<file path="src/rtl/amp_init_sequencer_pkg.sv">
// rtl/amp_init_sequencer_pkg.sv - shared types and constants for the amplifier init sequencer
package amp_init_sequencer_pkg;

    typedef enum logic [3:0] {
        IDLE,
        PWRUP,
        START,
        BYTE,
        ACK,
        STOP,
        NEXT,
        RUN,
        FAIL
    } state_t;

    localparam logic I2C_WRITE = 1'b0;

    localparam int CMD_REG_MSB = 15;
    localparam int CMD_REG_LSB = 8;
    localparam int CMD_VAL_MSB = 7;
    localparam int CMD_VAL_LSB = 0;

    function automatic logic [7:0] cmd_reg(input logic [15:0] cmd);
        return cmd[CMD_REG_MSB:CMD_REG_LSB];
    endfunction

    function automatic logic [7:0] cmd_val(input logic [15:0] cmd);
        return cmd[CMD_VAL_MSB:CMD_VAL_LSB];
    endfunction

endpackage

</file>
<file path="src/rtl/amp_init_sequencer_byte_tx.sv">
// rtl/amp_init_sequencer_byte_tx.sv - serialises one I2C byte MSB first plus the ACK bit
// Each bit is four quarter-phases: SCL low, low (SDA updated), high, high (ACK sampled at mid-high).
module amp_i2c_byte_tx #(
    parameter int CLK_DIV = 16
) (
    input  logic       clk,
    input  logic       reset,
    input  logic       i_go,
    input  logic [7:0] i_byte,
    input  logic       i_sdai,
    output logic       o_ready,
    output logic       o_done,
    output logic       o_nack,
    output logic       o_scl,
    output logic       o_sdao,
    output logic       o_sdao_en
);

    localparam int QW = (CLK_DIV > 1) ? $clog2(CLK_DIV) : 1;
    localparam logic [QW-1:0] Q_LAST = QW'(CLK_DIV - 1);

    logic          r_busy;
    logic          r_done;
    logic          r_nack;
    logic [8:0]    r_shift;
    logic [3:0]    r_bit;
    logic [1:0]    r_phase;
    logic [QW-1:0] r_q;
    logic          w_q_end;

    assign w_q_end = (r_q == Q_LAST);

    always_ff @(posedge clk or posedge reset) begin
        if (reset) begin
            r_busy  <= 1'b0;
            r_done  <= 1'b0;
            r_nack  <= 1'b0;
            r_shift <= '0;
            r_bit   <= '0;
            r_phase <= '0;
            r_q     <= '0;
        end else begin
            r_done <= 1'b0;
            if (!r_busy) begin
                if (i_go) begin
                    r_busy  <= 1'b1;
                    r_nack  <= 1'b0;
                    r_shift <= {i_byte, 1'b1};
                    r_bit   <= '0;
                    r_phase <= '0;
                    r_q     <= '0;
                end
            end else if (w_q_end) begin
                r_q     <= '0;
                r_phase <= r_phase + 2'd1;
                if (r_phase == 2'd2 && r_bit == 4'd8) begin
                    r_nack <= i_sdai;
                end
                if (r_phase == 2'd3) begin
                    if (r_bit == 4'd8) begin
                        r_busy <= 1'b0;
                        r_done <= 1'b1;
                        r_bit  <= '0;
                    end else begin
                        r_bit   <= r_bit + 4'd1;
                        r_shift <= {r_shift[7:0], 1'b0};
                    end
                end
            end else begin
                r_q <= r_q + QW'(1);
            end
        end
    end

    // Quarter 0 keeps the previous SDA so it only moves a quarter after SCL falls.
    assign o_ready   = ~r_busy;
    assign o_done    = r_done;
    assign o_nack    = r_nack;
    assign o_scl     = r_busy & r_phase[1];
    assign o_sdao    = r_shift[8];
    assign o_sdao_en = r_busy && (r_phase != 2'd0);

endmodule

</file>
<file path="src/rtl/amp_init_sequencer.sv">
// rtl/amp_init_sequencer.sv - powers up the amplifier and writes its register table over I2C
module amp_init_sequencer #(
    parameter int         CLK_DIV      = 16,
    parameter logic [6:0] AMP_ADDR     = 7'h2C,
    parameter int         N_CMD        = 4,
    parameter int         PWRUP_CYCLES = 1024
) (
    input  logic        clk,
    input  logic        reset,
    input  logic        start,
    input  logic        mute_req,
    output logic [3:0]  cmd_idx,
    input  logic [15:0] cmd_data,
    output logic        amp_i2c_scl,
    output logic        amp_i2c_sdao,
    input  logic        amp_i2c_sdai,
    output logic        amp_nenable,
    output logic        amp_nmute,
    output logic        busy,
    output logic        done,
    output logic        err
);
    import amp_init_sequencer_pkg::*;

    localparam int QW = (CLK_DIV > 1) ? $clog2(CLK_DIV) : 1;
    localparam int PW = $clog2(PWRUP_CYCLES + 1);
    localparam logic [QW-1:0] Q_LAST   = QW'(CLK_DIV - 1);
    localparam logic [PW-1:0] PWR_LAST = PW'(PWRUP_CYCLES - 1);
    localparam logic [3:0]    IDX_LAST = 4'(N_CMD - 1);

    state_t        r_state, w_state_nxt;
    logic [PW-1:0] r_pwr, w_pwr_nxt;
    logic [QW-1:0] r_q, w_q_nxt;
    logic [1:0]    r_phase, w_phase_nxt;
    logic [1:0]    r_byte_sel, w_byte_sel_nxt;
    logic [3:0]    r_cmd_idx, w_cmd_idx_nxt;
    logic          r_fail, w_fail_nxt;
    logic          r_scl, r_sdao, r_nenable, r_nmute, r_busy, r_done, r_err;
    logic          w_scl, w_sdao, w_go;
    logic [7:0]    w_tx_byte;
    logic          w_q_end;
    logic          w_tx_ready, w_tx_done, w_tx_nack, w_tx_scl, w_tx_sdao, w_tx_sdao_en;

    amp_i2c_byte_tx #(.CLK_DIV(CLK_DIV)) u_byte_tx (
        .clk       (clk),
        .reset     (reset),
        .i_go      (w_go & w_tx_ready),
        .i_byte    (w_tx_byte),
        .i_sdai    (amp_i2c_sdai),
        .o_ready   (w_tx_ready),
        .o_done    (w_tx_done),
        .o_nack    (w_tx_nack),
        .o_scl     (w_tx_scl),
        .o_sdao    (w_tx_sdao),
        .o_sdao_en (w_tx_sdao_en)
    );

    assign w_q_end = (r_q == Q_LAST);

    always_ff @(posedge clk or posedge reset) begin
        if (reset) begin
            r_state    <= IDLE;
            r_pwr      <= '0;
            r_q        <= '0;
            r_phase    <= '0;
            r_byte_sel <= '0;
            r_cmd_idx  <= '0;
            r_fail     <= 1'b0;
            r_scl      <= 1'b1;
            r_sdao     <= 1'b1;
            r_nenable  <= 1'b1;
            r_nmute    <= 1'b0;
            r_busy     <= 1'b0;
            r_done     <= 1'b0;
            r_err      <= 1'b0;
        end else begin
            r_state    <= w_state_nxt;
            r_pwr      <= w_pwr_nxt;
            r_q        <= w_q_nxt;
            r_phase    <= w_phase_nxt;
            r_byte_sel <= w_byte_sel_nxt;
            r_cmd_idx  <= w_cmd_idx_nxt;
            r_fail     <= w_fail_nxt;
            r_scl      <= w_scl;
            r_sdao     <= w_sdao;
            r_nenable  <= (w_state_nxt == IDLE) || (w_state_nxt == FAIL);
            r_nmute    <= (w_state_nxt == RUN) && !mute_req;
            r_busy     <= !((w_state_nxt == IDLE) || (w_state_nxt == RUN) || (w_state_nxt == FAIL));
            r_done     <= (w_state_nxt == RUN);
            r_err      <= (w_state_nxt == FAIL);
        end
    end

    always_comb begin
        w_state_nxt    = r_state;
        w_pwr_nxt      = r_pwr;
        w_q_nxt        = r_q;
        w_phase_nxt    = r_phase;
        w_byte_sel_nxt = r_byte_sel;
        w_cmd_idx_nxt  = r_cmd_idx;
        w_fail_nxt     = r_fail;
        w_go           = 1'b0;
        w_tx_byte      = 8'h00;
        w_scl          = 1'b1;
        w_sdao         = r_sdao;

        case (r_state)
            IDLE, RUN, FAIL: begin
                w_sdao = 1'b1;
                if (start) begin
                    w_state_nxt   = PWRUP;
                    w_pwr_nxt     = '0;
                    w_cmd_idx_nxt = '0;
                    w_fail_nxt    = 1'b0;
                end
            end
            PWRUP: begin
                w_sdao = 1'b1;
                if (r_pwr == PWR_LAST) begin
                    w_state_nxt = START;
                    w_pwr_nxt   = '0;
                    w_q_nxt     = '0;
                    w_phase_nxt = '0;
                end else begin
                    w_pwr_nxt = r_pwr + PW'(1);
                end
            end
            START: begin
                w_sdao = (r_phase == 2'd0);
                if (w_q_end) begin
                    w_q_nxt = '0;
                    if (r_phase == 2'd1) begin
                        w_phase_nxt    = '0;
                        w_byte_sel_nxt = '0;
                        w_go           = 1'b1;
                        w_tx_byte      = {AMP_ADDR, I2C_WRITE};
                        w_state_nxt    = BYTE;
                    end else begin
                        w_phase_nxt = r_phase + 2'd1;
                    end
                end else begin
                    w_q_nxt = r_q + QW'(1);
                end
            end
            BYTE: begin
                w_scl = w_tx_scl;
                if (w_tx_sdao_en) begin
                    w_sdao = w_tx_sdao;
                end
                if (w_tx_done) begin
                    w_state_nxt = ACK;
                end
            end
            ACK: begin
                w_scl       = 1'b0;
                w_q_nxt     = '0;
                w_phase_nxt = '0;
                if (w_tx_nack) begin
                    w_fail_nxt  = 1'b1;
                    w_state_nxt = STOP;
                end else if (r_byte_sel == 2'd2) begin
                    w_state_nxt = STOP;
                end else begin
                    w_byte_sel_nxt = r_byte_sel + 2'd1;
                    w_go           = 1'b1;
                    w_tx_byte      = (r_byte_sel == 2'd0) ? cmd_reg(cmd_data) : cmd_val(cmd_data);
                    w_state_nxt    = BYTE;
                end
            end
            STOP: begin
                w_scl = r_phase[1];
                if (r_phase != 2'd0) begin
                    w_sdao = (r_phase == 2'd3);
                end
                if (w_q_end) begin
                    w_q_nxt     = '0;
                    w_phase_nxt = r_phase + 2'd1;
                    if (r_phase == 2'd3) begin
                        w_state_nxt = r_fail ? FAIL : NEXT;
                    end
                end else begin
                    w_q_nxt = r_q + QW'(1);
                end
            end
            NEXT: begin
                w_sdao      = 1'b1;
                w_q_nxt     = '0;
                w_phase_nxt = '0;
                // Holding the last index avoids wrapping cmd_idx when N_CMD is 16.
                if (r_cmd_idx == IDX_LAST) begin
                    w_state_nxt = RUN;
                end else begin
                    w_cmd_idx_nxt = r_cmd_idx + 4'd1;
                    w_state_nxt   = START;
                end
            end
            default: begin
                w_state_nxt = IDLE;
            end
        endcase
    end

    assign cmd_idx      = r_cmd_idx;
    assign amp_i2c_scl  = r_scl;
    assign amp_i2c_sdao = r_sdao;
    assign amp_nenable  = r_nenable;
    assign amp_nmute    = r_nmute;
    assign busy         = r_busy;
    assign done         = r_done;
    assign err          = r_err;

endmodule
</file>
<file path="config.mk">
export PLATFORM = sky130hd
export DESIGN_NAME = amp_init_sequencer
export DESIGN_NICKNAME = d
export VERILOG_FILES = /design/src/rtl/amp_init_sequencer_pkg.sv /design/src/rtl/amp_init_sequencer_byte_tx.sv /design/src/rtl/amp_init_sequencer.sv
export SDC_FILE = /design/constraint.sdc
export NUM_CORES = 1
export LEC_CHECK = 0
export BUFFER_PORTS_ARGS = -buffer_cell sky130_fd_sc_hd__buf_2
export CAP_MARGIN = 20
export CORE_MARGIN = 2
export CORE_UTILIZATION = 30
export CTS_CLUSTER_SIZE = 20
export DETAILED_ROUTE_END_ITERATION = 6
export MAX_ROUTING_LAYER = met4
export SYNTH_ARGS = -nofsm -noshare
export SYNTH_HDL_FRONTEND = slang
export SYNTH_SLANG_ARGS = --single-unit
</file>
<file path="constraint.sdc">
create_clock -name clk -period 2.4 [get_ports clk]
set_clock_uncertainty 0.2 [all_clocks]
set_input_delay 0.48 -clock clk [delete_from_list [all_inputs] [get_ports clk]]
set_output_delay 0.48 -clock clk [all_outputs]
set_load 0.01 [all_outputs]
</file>
# Yosys cells after proc, flatten, opt, wreduce, memory -nomap -nowiden
# Cells that the tools add are included.
# word_totals
reg_bits,57
in_bits,21
output_inout_bits,11
wordCells,181
# classes
add_sub_neg,8
eq_ne,35
muxes,77
n_bitwise,3
n_reduce_logical,37
# op_table
op,count
2-to-1 mux 4 bit,19
2-to-1 mux 9 bit,5
case mux 4 bit (7 select lines),1
inequality test 2 bit (second input constant),13
2-to-1 mux 8 bit,3
2-to-1 mux 11 bit,2
2-to-1 mux 2 bit,11
case mux 11 bit (2 select lines),1
2-to-1 mux 1 bit,21
equality test 4 x 3 -> 1 bit (second input constant),5
equality test 4 bit (second input constant),5
adder 4 x 1 -> 4 bit (second input constant),4
case mux 8 bit (2 select lines),1
AND reduction 3 bit,5
2-to-1 mux 7 bit,2
nonzero test 2 bit,7
equality test 4 x 2 -> 1 bit (second input constant),3
case mux 4 bit (3 select lines),1
adder 11 x 1 -> 11 bit (second input constant),1
equality test 11 x 10 -> 1 bit (second input constant),1
2-to-1 mux 3 bit,3
equality test 2 bit (second input constant),4
logical NOT 4 bit,2
case mux 2 bit (4 select lines),1
23 further kinds,39

# Depth between registers and ports, before layout
# Gate-level depths: netlist of run 1.
# logic_depth
word_depth,8
mapped_depth,8
mapped_depth_nobuf,7

# Hierarchy
# From an unflattened synthesis of run 1, not the netlist that was laid out.
# unflattened
hier_cells,359
hier_area_um2,3453.3
# by_module_without_submodules
mod,n_inst,cells_each,area_each_um2,seq_area_each_um2
amp_init_sequencer,1,235,2242.2,879.6
amp_i2c_byte_tx,1,124,1211.2,550.5

# Worst setup path after synthesis of run 1
# No wires, ideal clock.
# synth_path
path_kind,flip-flop to flip-flop
from,register r_state[1]
to,register u_byte_tx.r_shift[1]
setup_time_ps,125
arrival_ps,2157
t_required_ps,2075
path_slack_ps,-82
path_stages_with_launch,8
n_path_buf,2
period_less_slack_ps,2482
path_cell_list,dfrtp_1 buf_4 or3b_4 or4_4 and2_1 buf_6 o22ai_4 mux2_2
# synth_via
elab_chain_cells,5
word_cells_on_any_way,9
cone_classes,eq/ne (2); mux (4); bitwise (1); reduce/logical (2)
# synth_lines
element,line,source
"start, declared",amp_init_sequencer.sv:31,"state_t r_state, w_state_nxt;"
"start signal, assigned",amp_init_sequencer.sv:77,r_state <= w_state_nxt;
equality test 4 x 3 -> 1 bit or equality test 4 x 2 -> 1 bit (tied branches),amp_init_sequencer.sv:107,case (r_state)
case mux 1 bit (2 select lines),amp_init_sequencer.sv:107,
AND 1 bit,amp_init_sequencer.sv:47,".i_go (w_go & w_tx_ready),"
nonzero test 2 bit (no source line),-,
AND reduction 4 bit (no source line),-,
"end signal, assigned",amp_init_sequencer_byte_tx.sv:48,"r_shift <= {i_byte, 1'b1};"
"end signal, assigned",amp_init_sequencer_byte_tx.sv:66,"r_shift <= {r_shift[7:0], 1'b0};"
"end, declared",amp_init_sequencer_byte_tx.sv:25,logic [8:0] r_shift;
# Parallel ways exist; a longest one is shown, timed or not. The select of a mux whose other input is x is not followed.
# A chain may end at the register's enable or synchronous reset.

# Final worst setup path of run 1
# layout_path
from,register r_state[0]
to,register u_byte_tx.r_shift[4]
# Same word-level chain as after synthesis.

==> results of run 1 <==
## cells by family after synthesis
kind of cell | after synthesis
XOR/XNOR | 3
multiplexers | 21
AO/OA/AOI/OAI | 97
flip-flops | 57
buffers and inverters | 36
AND/OR/NAND/NOR | 126
adder cells (fa/ha/maj) | 15
## power by group
group,switching [mW],internal (mW),total (mW)
Combinational,0.110,0.0955,0.206
Clock,0.379,0.533,0.913
Sequential,0.0479,1.01,1.06
## flip-flops by register name, summed over array words and instances (netlist names), 4 cells and up
signal	count
u_byte_tx.r_bit	4
u_byte_tx.r_shift	9
cmd_idx	4
u_byte_tx.r_q	4
r_state	4
r_q	4
r_pwr	11
## worst max-delay path by stage
stage / from / endpoint / slack, ps / cells after the start
after CTS: r_state[0] / u_byte_tx.r_shift[4] / 4 / 6
after global routing: r_state[0] / u_byte_tx.r_shift[8] / -70 / 6
final: r_state[0] / u_byte_tx.r_shift[4] / -30 / 6
after global placement: r_state[0] / u_byte_tx.r_shift[4] / 40 / 5
after detailed placement: r_state[0] / u_byte_tx.r_shift[4] / -10 / 5
after floorplan: r_state[1] / u_byte_tx.r_shift[1] / -80 / 7
## worst register-to-register path, stage by stage (launching register included)
cell and delay, ps:
dfrtp_1 380, or3b_4 400, or4_4 440, and2_4 190, o22ai_4 200, buf_12 160
mux2_2 340
## area by class of cell
| class | instances | area (um^2) | share of cell area |
|---|---|---|---|
| multi-input combinational | 262 | 1750 | 0.437 |
| sequential | 57 | 1430 | 0.357 |
| timing repair buffer | 59 | 380 | 0.0949 |
| tap | 140 | 175 | 0.0437 |
| clock buffer | 13 | 159 | 0.0397 |
| inverter | 19 | 71.3 | 0.0178 |
| clock inverter | 3 | 40.0 | 0.00999 |
## stage by stage
stage	util	area [um^2]	std cells	TNS [ps]	total power [mW]
final	0.371	4010	553	-81.9	2.18
after detailed placement	0.349	3760	535	-46.3	1.28
after CTS	0.370	3990	553	0	2.20
after global routing	0.371	4010	553	-490	2.30
after floorplan	-	3320	355	-601	1.20
after global placement	0.349	3760	535	0	1.26
## placed cells by master, fill, tap and decap left out, types with 3 or more instances in the layout
cell type and n:
dfrtp_1 54, o21ai_0 37, nand2_1 35, buf_2 31, buf_4 26, nor2_1 24
inv_1 17, ha_1 13, nand3_1 12, mux2i_1 11, clkbuf_8 11, a21oi_1 10
mux2_2 9, nor3_1 8, nand4_1 7, o31ai_1 7, a22o_1 7, nor2b_1 6
nor4_1 5, nor3b_1 5, o22ai_1 5, a32oi_1 5, and2_1 4, nand2b_1 4
a21o_1 4, nand3b_1 3, a211oi_1 3, a31oi_1 3, dfstp_2 3
## per-layer routing
layer	track usage	part of all wire
met5	-	0
met4	0.0549	0.013
met3	0.0305	0.030
met2	0.221	0.47
met1	0.193	0.49
## repair_timing
action                                  CTS  global route
pin swaps                                 1             0
hold buffers                              1             0
setup buffers                             1             0
endpoints found under the setup margin    7             9
endpoints found under the hold margin    22             0
gates resized for setup                   0             4
==> metrics.md, run 1 <==
| Metric | Value |
|---|---|
| Critical path class | reg -> reg |
| CP peak stage delay | around 440 ps |
| CTS max path bufs | 2 |
| Worst relative slew slack | 0.650 |
| Area share of the largest cell type after synthesis | 0.408 |
| Mux share of post-synthesis cell area | 0.0673 |
| Ys async rst share | 1.00 |
| Post-DP HPWL | 5390 um |
| Die Span Y | 109 um |
| Initial DRC Count | around 140 |
| Die footprint | approximately 12000 um^2 |
| Synth Area in Adders | 0.0567 |
| Final Slew Violations | 0 |
| CTS Buf Count | 9 |
| Hold EP | amp_nmute |
| Residual DRC | 0 |
| CP Cell Sequence | or3b_4, or4_4, and2_4, o22ai_4, buf_12, mux2_2 |
| Status | finished with violations |
| Post-Place Worst Slack | -12.1 ps |
| Synth Area in Simple Gates | 0.197 |
| Worst-path cell with the longest stage delay | or4_4 |
| Max rail drop VDD | 0.000203 V |
| Main synth FF type | dfrtp_1 |
| Clock Latency Late Sink | 340 ps |
| Avg Vias per Cell | 5.10 |
| CP delay by family, top | simple AND/OR/NAND/NOR gates |
| Synth cell count leaders | dfrtp_1 (54), o21ai_0 (37), nand2_1 (35) |
| Period utilization | 1.01 |
| Worst Path Arrival | 2450 ps |
| Most common cell in the netlist | dfrtp_1 |
| Clk sink count | 57 |
| Initial antenna violation count | 0 |
| Fill count | 1063 |
| Setup Viol. Count Final | 7 |
| Synth area leaders | dfrtp_1 (41%), ha_1 (5.7%), o21ai_0 (5.6%) |
| Worst Max-Slew Pin Slew | ~520 ps |
| Layout area overhead | 21.1% |
| Root buf cell | clkbuf_8 |
| Min-delay worst type | in -> reg |
| Final hold vios | 0 |
| Std-Cell Rows | 38 |
| Diode count | 0 |
| FF-to-FF Start | r_state[0] |
| DR vias | 2821 |
| Post-synth EDFFs | 0 |
| Final worst slack | -26.0 ps |
| Number of global-route vias before repair | 2733 |
| Hold depth | 2 |
| Sequential fraction of the synthesis area | 0.432 |
| Buf/Inv on CP | 1 |
| Overflow after GRT | 0 |
| Worst hold slack | 88.4 ps |
| IO Count | 32 |
| Highest Clock Rate | 412 MHz |
| Routed wire length per instance | 13.7 um |
| Crit path required time | 2420 ps |
| Synthesis Warnings | 0 |
| Syn Area/Cell | 9.32 um^2 |
| Post-Route WL | between 7000 and 8000 um |
| Failing checks | setup timing |
| Cells after Synth | 355 |
| Leakage | 1.85 nW |
| Hold path startpoint | mute_req |
| H-tree lvl count | 3 |
| Worst reg2reg endpoint | u_byte_tx.r_shift[4] |
| R2R Setup Slk | -30 ps |
| Core footprint | 10800 um^2 |
| Max-Cap Viols | 0 |
| First-pass GRT wire length | between 10000 and 15000 um |
| PortBufs | 31 |
| Clock slew at reported path FFs | roughly 60 ps |
| First-pass DRT Iterations | 5 |
| GPL Wtd Cong | 0.807 |
| Final nets | 444 |
| Pin count of the biggest net entering global routing | 28 |
| CTS tree | done |
| Critical path launch point type | flip-flop |
| Crit Path Max Fanout | 9 |
| Die extent in x | roughly 110 um |
| Syn Nets | just under 400 |
| Pwr/cell area | 543 nW/um^2 |
| Critical path capture point type | flip-flop |
| Unrepaired setup endpoints after global routing | true |
| Reg2Reg Depth | 6 |
| Min cycle time layout | 2430 ps |
| Synth area leader | dfrtp_1 |
| Synth Cell Area | 3310 um^2 |
| Global-route usage over all layers | 0.146 |
| Initial core utilization | 0.307 |
| Number of synthesized register bits | between 50 and 60 |
| Post-synthesis compound-gate area fraction | 0.194 |
| Synth cell types | 55 |
| Largest family of logic cells by synthesized area | simple AND/OR/NAND/NOR gates |
| Post-DRT Antenna Nets | 0 |
| Synth Area in XOR/XNOR | 0.00794 |
| Share of post-route cells with drive strength above 1 | 0.237 |
Note: power is estimated with default switching activity, not from simulation.
==> run 2: changes to the inputs <==
--- a/config.mk
+++ b/config.mk
@@ -7,6 +7,7 @@
 export LEC_CHECK = 0
 export BUFFER_PORTS_ARGS = -buffer_cell sky130_fd_sc_hd__buf_2
 export CAP_MARGIN = 20
+export CORE_ASPECT_RATIO = 1.4
 export CORE_MARGIN = 2
 export CORE_UTILIZATION = 30
 export CTS_CLUSTER_SIZE = 20
==> run 2 against run 1 <==
- the flow now finishes without violations
- critical path type unchanged
- clock power is 23% higher
- sequential share of layout area is 0.39 points lower
- maximum frequency is 1.1% higher
- register-to-register slack better by 30 ps
- count of clock-buffer cells in the layout is 1 higher
- non-clock buffer count is 3 lower
==> metrics.md, run 2 (synthesis gave the netlist of run 1 again) <==
| Metric | Value |
|---|---|
| Status | finished clean |
| Layout area overhead | 22.4% |
| Avg Vias per Cell | 5.11 (+0.19%) |
| Fill count | 1103 (+3.8%) |
| IO Count | 32 (unchanged) |
| Util after Layout | 0.375 (+0.00345) |
| Clock slew at reported path FFs | 50 ps (about the same) |
| Clk sink count | 57 (unchanged) |
| Worst hold slack | 6.83 ps (-81.6 ps) |
| Pwr/cell area | 590 nW/um^2 (+8.7%) |
| Post-DRT Antenna Nets | 0 (unchanged) |
| Clock Latency Late Sink | 320 ps (-20 ps) |
| Period utilization | 1.00 (-0.0113) |
| Crit Path Max Fanout | 9 (unchanged) |
| Min-delay worst type | in -> async |
| Std-Cell Rows | 45 (+18%) |
| Post-DP HPWL | 5530 um (+2.6%) |
| PortBufs | 31 (unchanged) |
| Reg with most FFs | r_pwr |
| Critical path capture point type | flip-flop |
| Pin count of the biggest net entering global routing | 58 (+110%) |
| Worst relative slew slack | 0.604 (-0.0458) |
| H-tree lvl count | 3 (unchanged) |
| Reg2Reg Depth | 6 (unchanged) |
| Initial DRC Count | 178 (+31%) |
| Total Power | 2.39 mW (+9.9%) |
| Unrepaired setup endpoints after global routing | true |
| Min cycle time layout | 2400 ps (-27.1 ps) |
| Worst Path Arrival | 2410 ps (-40 ps) |
| Overflow after GRT | 0 (unchanged) |
| Number of global-route vias before repair | 2721 (-0.44%) |
| Highest Clock Rate | 417 MHz (+1.1%) |
| Placed Cells incl. Taps | 534 (-0.19%) |
| Final hold vios | 0 (unchanged) |
| CTS tree | done |
| Largest registers | r_pwr: 11 flops, u_byte_tx.r_shift: 9 flops |
| Max-Cap Viols | 0 (unchanged) |
| Final worst slack | 1.11 ps (+27.1 ps) |
| Max rail drop VDD | 0.000370 V (+82%) |
| Initial antenna violation count | 0 (unchanged) |
| DR vias | 2811 (-0.35%) |
| Register area | 1430 um^2 (unchanged) |
| Final nets | 441 (-0.68%) |
| Initial core utilization | 0.306 (-0.000497) |
| Die extent in x | 92.8 um (-15%) |
| Most common library cell in the layout ignoring fill and taps | dfrtp_1 |
| Post-Route WL | 7740 um (+2.2%) |
| CTS Buf Count | 9 (unchanged) |
| Area of the multi-input gates | 1750 um^2 (-0.29%) |
| Most frequent cells in the layout | dfrtp_1 (54), o21ai_0 (36), nand2_1 (35) |
| Residual DRC | 0 (unchanged) |
| Max reg flops | 11 (unchanged) |
| Routed wire length per instance | 14.1 um (+2.7%) |
| Worst Max-Slew Pin Slew | 586 ps (+65.6 ps) |
| Critical path class | reg -> reg |
| Share of post-route cells with drive strength above 1 | 0.220 (-0.0172) |
| Critical path launch point type | flip-flop |
| Final Slew Violations | 0 (unchanged) |
| Die footprint | 11900 um^2 (+0.10%) |
| Final std cells w/o fill | 550 (-0.54%) |
| GPL Wtd Cong | 0.844 (+4.6%) |
| CTS max path bufs | 2 (unchanged) |
| Root buf cell | clkbuf_16 |
| Post-Place Worst Slack | -16.3 ps (-4.24 ps) |
| Core footprint | 10800 um^2 (+0.16%) |
| Diode count | 0 (unchanged) |
| First-pass DRT Iterations | 4 (-1) |
| Leakage | 1.86 nW (+0.56%) |
| Crit path required time | 2410 ps (about the same) |
| First-pass GRT wire length | 13000 um (-1.4%) |
| Hold_buf cts | 0 (-1) |
| Global-route usage over all layers | 0.142 (-0.00477) |
| Setup Viol. Count Final | 0 (-7) |
| Die Span Y | 128 um (+18%) |
run 2: cell types whose count changed in the layout (fill, tap and decap cells not counted), sizes merged:
cell	change
clkbuf	+1
dlygate4sd3	-1
bufinv	-1
clkinv	-1
buf	-2
run 2: area by class of cell:
type | count | share of cell area
Tap cell | 141 | 0.0436
Timing Repair Buffer | 56 | 0.0908
Sequential cell | 57 | 0.353
Clock buffer | 14 | 0.0627
Clock inverter | 1 | 0.00124
Multi-Input combinational cell | 262 | 0.431
Inverter | 19 | 0.0176
run 2: final timing paths:
path                                  startpoint              endpoint  slack, ps
worst max register to register        r_state[0]  u_byte_tx.r_shift[1]          1
worst max-delay path                  r_state[0]  u_byte_tx.r_shift[1]          1
max in group asynchronous                  reset          amp_i2c_sdao       1680
worst min-delay path                       reset            cmd_idx[3]          7
min in group clk                        mute_req             amp_nmute        110
worst min register to register  u_byte_tx.r_q[3]      u_byte_tx.r_q[3]        290
run 2: report_power, final:
group	internal, mW	leakage (nW)	switching, mW	total [mW]
logic	0.0977	0.969	0.114	0.212
clock network	0.718	0.127	0.401	1.12
registers	1.01	0.763	0.0486	1.06
run 2: critical path: stages, from the launching register on:
cell,delay [ps]
dfrtp_1,380
or3b_4,410
or4_4,440
and2_4,190
o22ai_4,190
buf_12,150
mux2_2,330
run 2: what timing repair did:
item | 4_1_cts | 5_1_grt
setup buffers | 1 | 0
pin swaps | 1 | 0
endpoints found under the setup margin | 7 | 10
gates resized for setup | 1 | 2
run 2: metrics by stage:
step | setup TNS (ps) | instance area (um^2)
5_1_grt | -212 | 4050
3_5_place_dp | -34.2 | 3760
4_1_cts | 0 | 4050
2_1_floorplan | -601 | 3320
6_report | 0 | 4050
3_3_place_gp | 0 | 3760
run 2: per-layer routing:
metal | vias up | part of all wire | GRT usage
met5 | - | 0 | -
met4 | 0 | 0.020 | 0.0614
met3 | 11 | 0.028 | 0.0347
met2 | 44 | 0.51 | 0.233
met1 | 1361 | 0.44 | 0.165
li1 | 1395 | - | -
